==> src/rtl/tomasula_types.sv <==
// Shared Tomasulo datapath types: the reservation-station ALU word, the CDB
// result record, funct3 encodings and the RV32I R-type ALU function.
package tomasula_types;

    localparam int TAG_W  = 3;
    localparam int XLEN   = 32;

    typedef struct packed {
        logic [6:0]       op;
        logic [2:0]       funct3;
        logic             funct7;
        logic [XLEN-1:0]  src1_data;
        logic [XLEN-1:0]  src2_data;
        logic [TAG_W-1:0] tag;
    } alu_word;

    localparam int ALU_WORD_W = $bits(alu_word);

    typedef struct packed {
        logic [TAG_W-1:0] tag;
        logic [XLEN-1:0]  data;
    } cdb_result_t;

    localparam int CDB_RESULT_W = $bits(cdb_result_t);

    localparam logic [2:0] F3_ADD  = 3'b000;
    localparam logic [2:0] F3_SLL  = 3'b001;
    localparam logic [2:0] F3_SLT  = 3'b010;
    localparam logic [2:0] F3_SLTU = 3'b011;
    localparam logic [2:0] F3_XOR  = 3'b100;
    localparam logic [2:0] F3_SRL  = 3'b101;
    localparam logic [2:0] F3_OR   = 3'b110;
    localparam logic [2:0] F3_AND  = 3'b111;

    // funct7 is a single flag here: it selects sub over add and sra over srl.
    function automatic logic [XLEN-1:0] alu_exec(alu_word w);
        logic [XLEN-1:0] a;
        logic [XLEN-1:0] b;
        logic [4:0]      sh;
        logic [XLEN-1:0] res;
        a   = w.src1_data;
        b   = w.src2_data;
        sh  = w.src2_data[4:0];
        res = '0;
        case (w.funct3)
            F3_ADD:  res = w.funct7 ? (a - b) : (a + b);
            F3_SLL:  res = a << sh;
            F3_SLT:  res = {{(XLEN-1){1'b0}}, $signed(a) < $signed(b)};
            F3_SLTU: res = {{(XLEN-1){1'b0}}, a < b};
            F3_XOR:  res = a ^ b;
            F3_SRL:  res = w.funct7 ? XLEN'($signed(a) >>> sh) : (a >> sh);
            F3_OR:   res = a | b;
            F3_AND:  res = a & b;
            default: res = '0;
        endcase
        return res;
    endfunction

endpackage

==> src/rtl/alu_result_fifo.sv <==
// Small synchronous FIFO of CDB results; the head is read straight from the
// registered storage so it stays stable while the consumer stalls.
module alu_result_fifo
    import tomasula_types::*;
#(
    parameter int DEPTH = 2
) (
    input  logic                         clk_i,
    input  logic                         rst_ni,
    input  logic                         push_i,
    input  logic [CDB_RESULT_W-1:0]      push_data_i,
    input  logic                         pop_i,
    output logic [CDB_RESULT_W-1:0]      head_o,
    output logic                         full_o,
    output logic                         empty_o,
    output logic [$clog2(DEPTH):0]       count_o
);

    localparam int PTR_W = $clog2(DEPTH);
    localparam int CNT_W = PTR_W + 1;

    logic [CDB_RESULT_W-1:0] mem_q [DEPTH];
    logic [PTR_W-1:0]        wr_ptr_q;
    logic [PTR_W-1:0]        rd_ptr_q;
    logic [CNT_W-1:0]        count_q;
    logic                    do_push;
    logic                    do_pop;

    assign empty_o = (count_q == '0);
    assign full_o  = (count_q == CNT_W'(DEPTH));
    assign do_pop  = pop_i && !empty_o;
    // A push into a full FIFO is accepted when the head leaves on the same edge.
    assign do_push = push_i && (!full_o || do_pop);
    assign head_o  = mem_q[rd_ptr_q];
    assign count_o = count_q;

    always_ff @(posedge clk_i) begin
        if (!rst_ni) begin
            wr_ptr_q <= '0;
            rd_ptr_q <= '0;
            count_q  <= '0;
            for (int i = 0; i < DEPTH; i++) begin
                mem_q[i] <= '0;
            end
        end else begin
            if (do_push) begin
                mem_q[wr_ptr_q] <= push_data_i;
                wr_ptr_q        <= wr_ptr_q + 1'b1;
            end
            if (do_pop) begin
                rd_ptr_q <= rd_ptr_q + 1'b1;
            end
            if (do_push && !do_pop) begin
                count_q <= count_q + 1'b1;
            end else if (!do_push && do_pop) begin
                count_q <= count_q - 1'b1;
            end
        end
    end

endmodule

==> src/rtl/alu_issue_unit.sv <==
// Captures reservation-station execute pulses, round-robin issues one word per
// cycle into a registered ALU stage and delivers results over one CDB port.
module alu_issue_unit
    import tomasula_types::*;
#(
    parameter int NUM_RS     = 4,
    parameter int FIFO_DEPTH = 2
) (
    input  logic                         clk,
    input  logic                         rst,
    input  logic [NUM_RS*ALU_WORD_W-1:0] rs_alu_data,
    input  logic [NUM_RS-1:0]            rs_start_exe,
    input  logic                         cdb_ready,
    output logic                         cdb_valid,
    output logic [TAG_W-1:0]             cdb_tag,
    output logic [XLEN-1:0]              cdb_data,
    output logic                         busy,
    output logic                         overflow_err
);

    localparam int RR_W  = $clog2(NUM_RS);
    localparam int CNT_W = $clog2(FIFO_DEPTH) + 1;

    alu_word          rs_word [NUM_RS];
    alu_word          pend_q  [NUM_RS];
    alu_word          pend_d  [NUM_RS];
    logic [NUM_RS-1:0] pend_valid_q, pend_valid_d;
    alu_word          stage_q, stage_d;
    logic             stage_valid_q, stage_valid_d;
    logic [RR_W-1:0]  rr_q, rr_d;
    logic             ovf_q, ovf_d;

    logic             grant_found;
    logic [RR_W-1:0]  grant_idx;
    logic             issue_en;
    logic             fifo_pop;
    logic             fifo_empty;
    logic             unused_fifo_full;
    logic [CNT_W-1:0] fifo_count;
    cdb_result_t      stage_result;
    cdb_result_t      fifo_head;
    logic             unused_op;

    for (genvar g = 0; g < NUM_RS; g++) begin : g_unpack
        assign rs_word[g] = rs_alu_data[g*ALU_WORD_W +: ALU_WORD_W];
    end

    // First pending slot at or after the round-robin pointer, wrapping.
    always_comb begin
        grant_found = 1'b0;
        grant_idx   = '0;
        for (int k = 0; k < NUM_RS; k++) begin
            if (!grant_found && pend_valid_q[(int'(rr_q) + k) % NUM_RS]) begin
                grant_found = 1'b1;
                grant_idx   = RR_W'((int'(rr_q) + k) % NUM_RS);
            end
        end
    end

    assign fifo_pop = cdb_valid && cdb_ready;
    // Room is counted after this edge's pop so the pipe sustains one result per cycle.
    assign issue_en = grant_found &&
        ((int'(fifo_count) + int'(stage_valid_q) - int'(fifo_pop)) < FIFO_DEPTH);

    always_comb begin
        pend_d        = pend_q;
        pend_valid_d  = pend_valid_q;
        stage_d       = stage_q;
        stage_valid_d = issue_en;
        rr_d          = rr_q;
        ovf_d         = ovf_q;
        if (issue_en) begin
            stage_d                 = pend_q[grant_idx];
            pend_valid_d[grant_idx] = 1'b0;
            rr_d = (int'(grant_idx) == NUM_RS - 1) ? '0 : grant_idx + 1'b1;
        end
        // Capture sees the slot already freed by an issue on the same edge.
        for (int i = 0; i < NUM_RS; i++) begin
            if (rs_start_exe[i]) begin
                if (pend_valid_d[i]) begin
                    ovf_d = 1'b1;
                end else begin
                    pend_d[i]       = rs_word[i];
                    pend_valid_d[i] = 1'b1;
                end
            end
        end
    end

    always_ff @(posedge clk) begin
        if (!rst) begin
            for (int i = 0; i < NUM_RS; i++) begin
                pend_q[i] <= '0;
            end
            pend_valid_q  <= '0;
            stage_q       <= '0;
            stage_valid_q <= 1'b0;
            rr_q          <= '0;
            ovf_q         <= 1'b0;
        end else begin
            pend_q        <= pend_d;
            pend_valid_q  <= pend_valid_d;
            stage_q       <= stage_d;
            stage_valid_q <= stage_valid_d;
            rr_q          <= rr_d;
            ovf_q         <= ovf_d;
        end
    end

    assign stage_result = {stage_q.tag, alu_exec(stage_q)};
    assign unused_op    = ^stage_q.op;

    alu_result_fifo #(
        .DEPTH (FIFO_DEPTH)
    ) u_fifo (
        .clk_i       (clk),
        .rst_ni      (rst),
        .push_i      (stage_valid_q),
        .push_data_i (stage_result),
        .pop_i       (fifo_pop),
        .head_o      (fifo_head),
        .full_o      (unused_fifo_full),
        .empty_o     (fifo_empty),
        .count_o     (fifo_count)
    );

    assign cdb_valid    = !fifo_empty;
    assign cdb_tag      = fifo_head.tag;
    assign cdb_data     = fifo_head.data;
    assign busy         = (|pend_valid_q) || stage_valid_q || !fifo_empty;
    assign overflow_err = ovf_q;

endmodule

==> config.mk <==
export PLATFORM = sky130hd
export DESIGN_NAME = alu_issue_unit
export DESIGN_NICKNAME = d
export VERILOG_FILES = /design/src/rtl/tomasula_types.sv /design/src/rtl/alu_result_fifo.sv /design/src/rtl/alu_issue_unit.sv
export SDC_FILE = /design/constraint.sdc
export NUM_CORES = 1
export LEC_CHECK = 0
export ABC_AREA = 1
export BUFFER_PORTS_ARGS = -buffer_cell sky130_fd_sc_hd__buf_2
export CAP_MARGIN = 20
export CORE_MARGIN = 1.5
export CORE_UTILIZATION = 40
export CTS_BUF_LIST = sky130_fd_sc_hd__clkbuf_4
export DETAILED_ROUTE_END_ITERATION = 8
export GPL_TIMING_DRIVEN = 0
export HOLD_SLACK_MARGIN = 0.03
export PLACE_DENSITY_LB_ADDON = 0.05
export SYNTH_ARGS = -nofsm -noshare
export SYNTH_HDL_FRONTEND = slang
export SYNTH_SLANG_ARGS = --single-unit
==> constraint.sdc <==
create_clock -name clk -period 3.3 [get_ports clk]
set_clock_uncertainty 0.05 [all_clocks]
set_input_delay 0.33 -clock clk [delete_from_list [all_inputs] [get_ports clk]]
set_output_delay 0.33 -clock clk [all_outputs]
set_load 0.02 [all_outputs]
**Word level (Yosys, flattened, before mapping)**

Memories as Yosys holds them, arrays and structs flattened. A register that Yosys moved wholly into a read port is not among the register bits.
Cells that the tools add are included.

- Register bits: 395
- Bits in latches: 0
- Memory bits (writable): 70
- Memory bits (read-only): 0
- Output and inout bits: 38
- Logic and storage cells: 168
- Memories: 1

- Add/subtract/negate cells: 12
- Multiply operators: 0
- Divide/modulo/power cells: 0
- Magnitude comparators: 10
- Eq/ne operators: 9
- Shift-type cells: 3
- Muxes and demuxes: 52
- Bitwise gates (word level): 13
- Reductions and logical operators: 32

Memories:

| memory | words | width | read ports | clocked after memory_dff | wr ports | RTL line | source |
|---|---|---|---|---|---|---|---|
| u_fifo.mem_q | 2 | 35 | 1 | 1 | 2 | alu_result_fifo.sv:22 | `logic [CDB_RESULT_W-1:0] mem_q [DEPTH];` |

Operators with widths:

| operator | number |
|---|---|
| case mux 32 bit (8 select lines) | 1 |
| binary-select mux 78 bit (select 2 bit) | 1 |
| two-way mux 71 bit | 2 |
| < comparator 32 bit | 2 |
| two-way mux 32 bit | 2 |
| two-way mux 35 bit | 1 |
| OR reduction 35 bit | 1 |
| adder 32 bit | 1 |
| AND 32 bit | 1 |
| two-way mux 1 bit | 32 |
| OR 32 bit | 1 |
| left shift 32 x 5 -> 32 bit | 1 |
| >> shifter 32 x 5 -> 32 bit | 1 |
| >>> shifter 32 x 5 -> 32 bit | 1 |
| subtractor 32 bit | 1 |
| XOR 32 bit | 1 |
| two-way mux 2 bit | 7 |
| equality test 3 bit, second input constant | 4 |
| < comparator 3 x 4 -> 1 bit, second input constant | 3 |
| logical AND 1 bit | 10 |
| binary-select mux 1 bit (select 2 bit) | 4 |
| AND reduction 2 bit | 4 |
| logical NOT 1 bit | 7 |
| adder 2 x 1 -> 2 bit, second input constant | 3 |
| 26 further kinds | 39 |

**Longest topological paths before layout**

Gate-level depths: netlist of run 1.

- Word-level depth: 29
- Mapped depth: 21

**Hierarchy**

Synthesis of run 1 repeated with hierarchy kept, for this count alone.

- Cell total of the unflattened synthesis: 4627
- Area total of the unflattened synthesis: 29175.5 um2

By module, submodules not included:

| module | times used | cells an instance | area an instance (um2) | seq. area each (um2) |
|---|---|---|---|---|
| alu_issue_unit | 1 | 4366 | 25889.8 | 7267.0 |
| alu_result_fifo | 1 | 261 | 3285.7 | 2202.1 |

**Worst setup path before layout of run 1**

Ideal clock, no wire load.

- Path type: register -> register
- Start point: reg u_fifo.count_q[1], in the netlist u_fifo.count_o[1]
- End point: reg pend_q[0] (netlist name)
- Arrival: 2.906 ns
- Data required time: 3.131 ns
- Slack: 0.225 ns
- Cell stages (with the launch flop): 18
- Buffers on the path: 3
- Cells stage by stage: dfxtp_1 nor2_1 nor2_1 ha_1 or2_1 fa_1 or2_2 nand3_1 nand2_1 nand2_2 inv_2 buf_6 nand2_1 nand2_1 nand2_1 buf_4 buf_2 a21oi_1

- Longest elaborated chain between the ends: 9
- Elaborated cells between the ends (all ways): 10
- Those cells by class: add/sub (2); order compare (1); mux (1); bitwise (1); reduce/logical (5)

RTL lines:

| what | RTL line | source |
|---|---|---|
| start: declaration | alu_result_fifo.sv:25 | `logic [CNT_W-1:0] count_q;` |
| start signal: assignment | alu_result_fifo.sv:54 | `count_q <= count_q + 1'b1;` |
| start signal: assignment | alu_result_fifo.sv:56 | `count_q <= count_q - 1'b1;` |
| branches (longest 3 deep; another with adder 2 x 1 -> 3 bit) | - |  |
| subtractor 3 x 1 -> 4 bit * | alu_issue_unit.sv:63 | `((int'(fifo_count) + int'(stage_valid_q) - int'(fifo_pop)) < FIFO_DEPTH);` |
| < comparator 4 x 3 -> 1 bit * | alu_issue_unit.sv:63 |  |
| logical AND 1 bit * | alu_issue_unit.sv:62 | `assign issue_en = grant_found &&` |
| two-way mux 4 bit * | alu_issue_unit.sv:72 | `if (issue_en) begin` |
| NOT 1 bit (no source line) * | - |  |
| AND reduction 2 bit (no source line) * | - |  |
| end signal: assignment | alu_issue_unit.sv:101 | `pend_q <= pend_d;` |
| end: declaration | alu_issue_unit.sv:25 | `alu_word pend_q [NUM_RS];` |

Every way passes the cells marked *.
A chain may end at the register's enable or synchronous reset.

==> flow_metrics.py, run 1 <==
metrics = {
    "cts": {
        "htree_levels": 3,
        "clock_path_buffers": 3,
        "clkLatencyLatePin_ps": 970,
        "cts_sinks": 438,
        "path_clk_slew_ps": 60,
        "cts_made_buffers": 118,
        "cts_tree": "built",
        "clk_root_buffer_cell": "clkbuf_4",
    },
    "timing": {
        "slew-limit-headroom_pct": 19.7,
        "holdWs_ps": 128,
        "fmax_mhz": 303,
        "setup_viol": 0,
        "tightest_slew_ps": 1200,
        "min_period_ps": 3300,
        "rsz0062_at_grt": "yes",
        "hold_viol": 0,
        "finalCritPeriodShare_pct": 100,
        "tns_ps": 0,
        "slew_violations": 0,
    },
    "final_layout": {
        "final_util_pct": 52.1,
        "stdcell_count": 6260,
        "syn2layout_area_growth_pct": 28.7,
        "drive_above_1_share_pct": 15.5,
        "fin_nets": 5647,
    },
    "grt": {
        "grt_usage_pct": 37.8,
        "grt_pass1_vias": 31900,
        "overflow": 0,
        "grt_max_degree": 36,
        "grt_pass1_wl_mm": 205,
        "grt_antenna_before_repair": 5,
    },
    "floorplanning": {
        "die_y_um": 270,
        "die_w_um": 270,
        "pin_count": 357,
        "core_area_sq_um": 70300,
        "dieArea_sq_um": 72800,
        "rows": 97,
        "initial_core_util_pct": 40.5,
    },
    "setup_path": {
        "critical_path.max_stage_delay_ps": 630,
        "worstReg2RegStart": "stage_q[3]",
        "path_cells": "buf_2 > clkbuf_1 > o21a_1 > nand2_1 > nand3_1 > nand3_1 > nand3_1 > nand3_1 > nand2_1 > nand2_1 > nor2_1 > a21oi_1",
        "cp_data_required_time_ps": 3890,
        "crit_arrival_ps": 3890,
        "end_kind": "flip-flop",
        "critPathLaunchType": "flip-flop",
        "cp_num_cells": 12,
        "critPathBufInv": 2,
        "critPathSlowestCell": "clkbuf_1",
        "reg2reg_depth": 12,
        "cp_max_fo": 10,
        "critPathKind": "flip-flop to flip-flop",
        "ff2ff_setup_slack_ps": 2,
        "regToRegEndpoint": "u_fifo.mem_q[0][26]",
        "worst_path_most_repeated_cell": "nand3_1",
        "critPathTopFamily": "simple AND/OR/NAND/NOR gates",
    },
    "placed_design": {
        "dp.cells": 5739,
        "dpl.hpwl_mm": 112,
        "gp_congestion": 1.09,
        "port_buffers": 328,
    },
    "power": {
        "power_density_nw_per_um2": 980,
        "irDropWorstVdd_v": 0.000378,
        "leakage_uw": 0.0177,
    },
    "synth": {
        "syn_area_per_cell_sq_um": 6.36,
        "synth-edff-count": 70,
        "ys_warn_count": 0,
        "synth_seq_cells": 438,
        "synthFlopType": "dfxtp_1",
        "synth_common_cells": "1133 x nand2_1, 661 x inv_1, 516 x a21oi_1",
        "synth.most_common_cell": "nand2_1",
        "seq_area_frac_synth_pct": 33.3,
        "ys_async_sr_fraction_pct": 0,
        "synth_cell_types": 48,
        "synth_cells": 4471,
        "ys_top_cells_by_area": "dfxtp_1 26%, nand2_1 15%, a21oi_1 9.1%",
        "syn_area_sq_um": 28500,
        "synth_top_area_cell": "dfxtp_1",
        "syn-num-nets": 4898,
        "synth.top_cell.area_share_pct": 25.9,
    },
    "drt": {
        "drt_iter0_drc": 2995,
        "dr.pass1.iters": 5,
        "ant_nets": 0,
        "routed_wirelength_mm": 143,
        "drc": 0,
        "wire_per_inst_um": 22.8,
        "routed_via_density": 5.37,
        "via_count": 33600,
    },
    "run": {
        "max-cap-violations": 0,
    },
    "worst_hold_path": {
        "min_to": "pend_q[187]",
        "hold_path_class": "input port to flip-flop",
        "min_path_cells": 4,
        "min_from": "rs_alu_data[109]",
    },
    "status": {
        "status": "finished clean",
    },
}
[layout by cell type (no fill, tap or decap), drive strengths merged, types with 105 or more instances in the layout]
| cell type | count |
|---|---|
| dfxtp | 368 |
| dlygate4sd3 | 291 |
| ha | 105 |
| buf | 453 |
| nand3 | 483 |
| nand2 | 1136 |
| inv | 663 |
| o21ai | 379 |
| nor2 | 188 |
| clkbuf | 359 |
| a21oi | 516 |
[per-stage QoR]
| step | worst slack [ps] | cell area (sq um) | power (uW) |
|---|---|---|---|
| 4_1_cts | 3.35 | 36100 | 34700 |
| 2_1_floorplan | 225 | 28500 | 20400 |
| 3_5_place_dp | -1170 | 31300 | 28900 |
| 6_report | 1.59 | 36600 | 35900 |
| 5_1_grt | -37.0 | 36600 | 38000 |
| 3_3_place_gp | -1100 | 31300 | 28900 |
[worst min-delay path, cell delays in order]
cell and delay [ps]:
dlygate4sd3_1 520, buf_2 90, o21ai_0 70, a21oi_1 100
[state kept, by name, summed over array words and instances (netlist names), named ones only]
| name | flops |
|---|---|
| pend_q | 284 |
| stage_q | 71 |
| u_fifo.mem_q | 70 |
| pend_valid_q | 4 |
| rr_q | 2 |
| u_fifo.count_o | 2 |
| overflow_err | 1 |
| stage_valid_q | 1 |
| u_fifo.rd_ptr_q | 1 |
| u_fifo.wr_ptr_q | 1 |
[cell type report]
cell class	count	area (sq um)
fillers	7382	33700
multi-input cells	3079	15500
flip-flops and latches	438	9510
repair buffers	650	4870
inverters	672	2550
clock buffers	192	1440
plain buffers	261	1370
well taps	940	1180
clock inverters	25	184
diodes	3	7.51
[what timing repair did]
action | in CTS | in global routing
gates cloned | 0 | 3
gates resized for setup | 109 | 143
endpoints found under the hold margin | 298 | 0
pin swaps | 5 | 8
hold buffers | 291 | 0
endpoints found under the setup margin | 427 | 377
setup buffers | 5 | 23
[cell families (layout without fill, tap and decap cells)]
kind of cell | after synthesis | in the layout | synth area share [%]
other cells | 0 | 3 | 0
compound gates | 986 | 986 | 18.1
fa+ha+maj | 108 | 108 | 4.83
buf+inv | 954 | 1800 | 13.2
simple gates | 1940 | 1940 | 28.9
xor+xnor | 10 | 10 | 0.308
mux | 35 | 35 | 1.38
flops | 438 | 438 | 33.3
[worst max path at each step]
stage                      start                   to  slack (ps)
2_1_floorplan  u_fifo.count_o[1]            pend_q[0]         220
3_3_place_gp          stage_q[5]   u_fifo.mem_q[0][8]       -1100
3_5_place_dp          stage_q[5]   u_fifo.mem_q[1][8]       -1170
4_1_cts              stage_q[56]   u_fifo.mem_q[0][0]           3
5_1_grt        u_fifo.count_o[1]          pend_q[201]         -40
6_report              stage_q[3]  u_fifo.mem_q[0][26]           2
[power by group]
group / leakage, uW / internal (uW) / switching (uW)
sequential: 0.00379 / 6550 / 772
combinational: 0.0130 / 6600 / 16700
clock: 0.000970 / 2730 / 2510
total: 0.0177 / 15900 / 20000
[layer usage]
| layer | up-vias | track usage, % | part of all wire, % |
|---|---|---|---|
| li1 | 16100 | - | - |
| met1 | 15600 | 47.9 | 41 |
| met2 | 1528 | 60.3 | 44 |
| met3 | 373 | 5.26 | 7.0 |
| met4 | 4 | 24.6 | 7.6 |
| met5 | - | 0 | 0.019 |
(Power assumes the default switching activity.)
==> inputs of run 2 (changes only) <==
--- a/config.mk
+++ b/config.mk
@@ -11,5 +11,5 @@
 export CORE_MARGIN = 1.5
 export CORE_UTILIZATION = 40
-export CTS_BUF_LIST = sky130_fd_sc_hd__clkbuf_4
+export CTS_BUF_LIST = sky130_fd_sc_hd__clkbuf_8
 export DETAILED_ROUTE_END_ITERATION = 8
 export GPL_TIMING_DRIVEN = 0
==> constraint.sdc (replaced) <==
create_clock -name clk -period 3.3 [get_ports clk]
set_clock_uncertainty 0.05 [all_clocks]
set_input_delay 0.99 -clock clk [delete_from_list [all_inputs] [get_ports clk]]
set_output_delay 0.99 -clock clk [all_outputs]
set_load 0.02 [all_outputs]
==> run 2 against run 1 <==
Against the previous run:
- the flow now finishes with violations (negative setup slack)
- die area stayed put
- critical path depth decreased by 4
- sequential share of layout area increased by 2.6 points
- first-iteration DRC count down 14%
- setup slack worse by 120 ps
- fmax fell by 3.6%
- final cell count decreased by 6.2%
- via count down 5.4%
- non-clock buffer count down 313
- global-route usage down 1.1 points
- utilization shrank 4.7 points
- clock-buffer cell count decreased by 104
- critical path type unchanged
==> flow_metrics.py, run 2 (synthesis results as in run 1) <==
metrics = {
    "final_layout": {
        "final_util_pct": 47.4,
        "largest_register_ff_count": 284,
        "syn2layout_area_growth_pct": 17.2,
        "largest-register": "pend_q",
        "reg_top3": "pend_q (284), stage_q (71), u_fifo.mem_q (70)",
        "final_common_cell": "nand2_1",
        "final_cell_mix": "1120 x nand2_1, 690 x inv_1, 510 x a21oi_1",
        "drive_above_1_share_pct": 14.4,
        "nFillCells": 7636,
        "fin_nets": 5294,
    },
    "setup_path": {
        "ff2ff_setup_slack_ps": -120,
        "critPathKind": "flip-flop to flip-flop",
        "critPathSlowestCell": "a221oi_1",
        "path_cells": "clkbuf_1 > nand3_1 > clkinv_1 > clkbuf_1 > a221oi_1 > nand2_1 > nor2_2 > nor2_1",
        "crit_arrival_ps": 3800,
        "critPathTopFamily": "buffers and inverters",
        "cp_max_fo": 10,
        "critPathLaunchType": "flip-flop",
        "end_kind": "flip-flop",
        "worst_path_most_repeated_cell": "clkbuf_1",
        "cp_data_required_time_ps": 3680,
        "critPathBufInv": 3,
        "critical_path.max_stage_delay_ps": 790,
    },
    "floorplanning": {
        "pin_count": 357,
        "dieArea_sq_um": 72800,
        "die_w_um": 270,
        "initial_core_util_pct": 40.5,
        "die_y_um": 270,
        "rows": 97,
        "core_area_sq_um": 70300,
    },
    "cts": {
        "cts_sinks": 438,
        "cts_tree": "built",
        "ctsHoldBuffers": 0,
        "clkLatencyLatePin_ps": 720,
        "cts_made_buffers": 78,
        "clk_root_buffer_cell": "clkbuf_8",
        "clock_path_buffers": 3,
        "path_clk_slew_ps": 60,
        "htree_levels": 3,
    },
    "drt": {
        "drc": 0,
        "dr.pass1.iters": 8,
        "wire_per_inst_um": 23.6,
        "drt_iter0_drc": 2573,
        "ant_nets": 0,
        "routed_via_density": 5.42,
        "routed_wirelength_mm": 138,
        "via_count": 31800,
    },
    "timing": {
        "slew_violations": 0,
        "setup_viol": 59,
        "setup_slack_ps": -121,
        "rsz0062_at_grt": "yes",
        "min_period_ps": 3420,
        "slew-limit-headroom_pct": 21.7,
        "tightest_slew_ps": 1170,
        "finalCritPeriodShare_pct": 104,
        "hold_viol": 0,
        "fmax_mhz": 292,
        "tns_ps": -1200,
    },
    "grt": {
        "grt_use_met2_pct": 58.6,
        "grt_antenna_before_repair": 3,
        "grt_max_degree": 36,
        "grt_pass1_wl_mm": 197,
        "grt_usage_pct": 36.8,
        "grt-busiest-layer": "met2",
        "gr-usage-met3_pct": 5.68,
        "overflow": 0,
        "grt_pass1_vias": 29700,
        "met1_usage_pct": 47.1,
    },
    "worst_hold_path": {
        "hold_path_class": "flip-flop to flip-flop",
    },
    "power": {
        "leakage_uw": 0.0163,
        "power_density_nw_per_um2": 1050,
        "irDropWorstVdd_v": 0.000376,
    },
    "status": {
        "status": "finished, violations left",
        "violations": "negative setup slack",
    },
    "placed_design": {
        "port_buffers": 328,
        "dpl.hpwl_mm": 113,
        "gp_congestion": 1.04,
    },
    "run": {
        "max-cap-violations": 0,
    },
}
[run 2: layout make-up]
type / instances / area (sq um) / share of cell area, %
clock inverters: 51 / 275 / 0.826
plain buffers: 259 / 1330 / 3.99
repair buffers: 339 / 1720 / 5.17
flip-flops and latches: 438 / 9520 / 28.5
inverters: 672 / 2550 / 7.66
multi-input cells: 3079 / 15500 / 46.6
diodes: 3 / 7.51 / 0.0225
well taps: 940 / 1180 / 3.53
clock buffers: 88 / 1210 / 3.63
[run 2: repair_timing]
item,4_1_cts,5_1_grt
gates resized for setup,92,110
setup buffers,5,6
setup endpoints to repair,489,430
pin swaps,1,6
gates cloned,0,0
[run 2: layer usage]
layer  vias to the layer above  part of all wire (%)
li1                      15300                     -
met1                     14800                    42
met2                      1407                    44
met3                       300                   7.1
met4                         2                   6.9
met5                         -                0.0094
[run 2: worst min-delay path: stages (launching register included)]
cell     delay (ps)
dfxtp_1         290
inv_1            60
a21oi_1          50
[run 2: path summary, 6_finish.rpt]
check | startpoint | to | cells past startpoint
worst max-delay path | stage_q[69] | u_fifo.mem_q[1][11] | 8
worst min-delay path | pend_q[187] | pend_q[187] | 2
worst min register to register | pend_q[187] | pend_q[187] | 2
worst max register to register | stage_q[69] | u_fifo.mem_q[1][11] | 8
[run 2: stage by stage]
| step | cell area [sq um] | std cells | power [uW] | setup slack, ps | hold WS [ps] |
|---|---|---|---|---|---|
| global route | 33300 | 5868 | 37200 | -90.6 | 416 |
| CTS | 33100 | 5863 | 34200 | -34.3 | 403 |
| detailed placement | 31400 | 5739 | 29000 | -1050 | 394 |
| finish | 33300 | 5869 | 35200 | -121 | 401 |
| global placement | 31400 | 5739 | 29100 | -1450 | 388 |
| floorplan | 28600 | 4471 | 20500 | -24.2 | 376 |
[run 2: power by group]
| part | internal [uW] | switching (uW) |
|---|---|---|
| Sequential | 6560 | 834 |
| Combinational | 6240 | 16600 |
| Clock | 2470 | 2490 |
| Total | 15300 | 19900 |
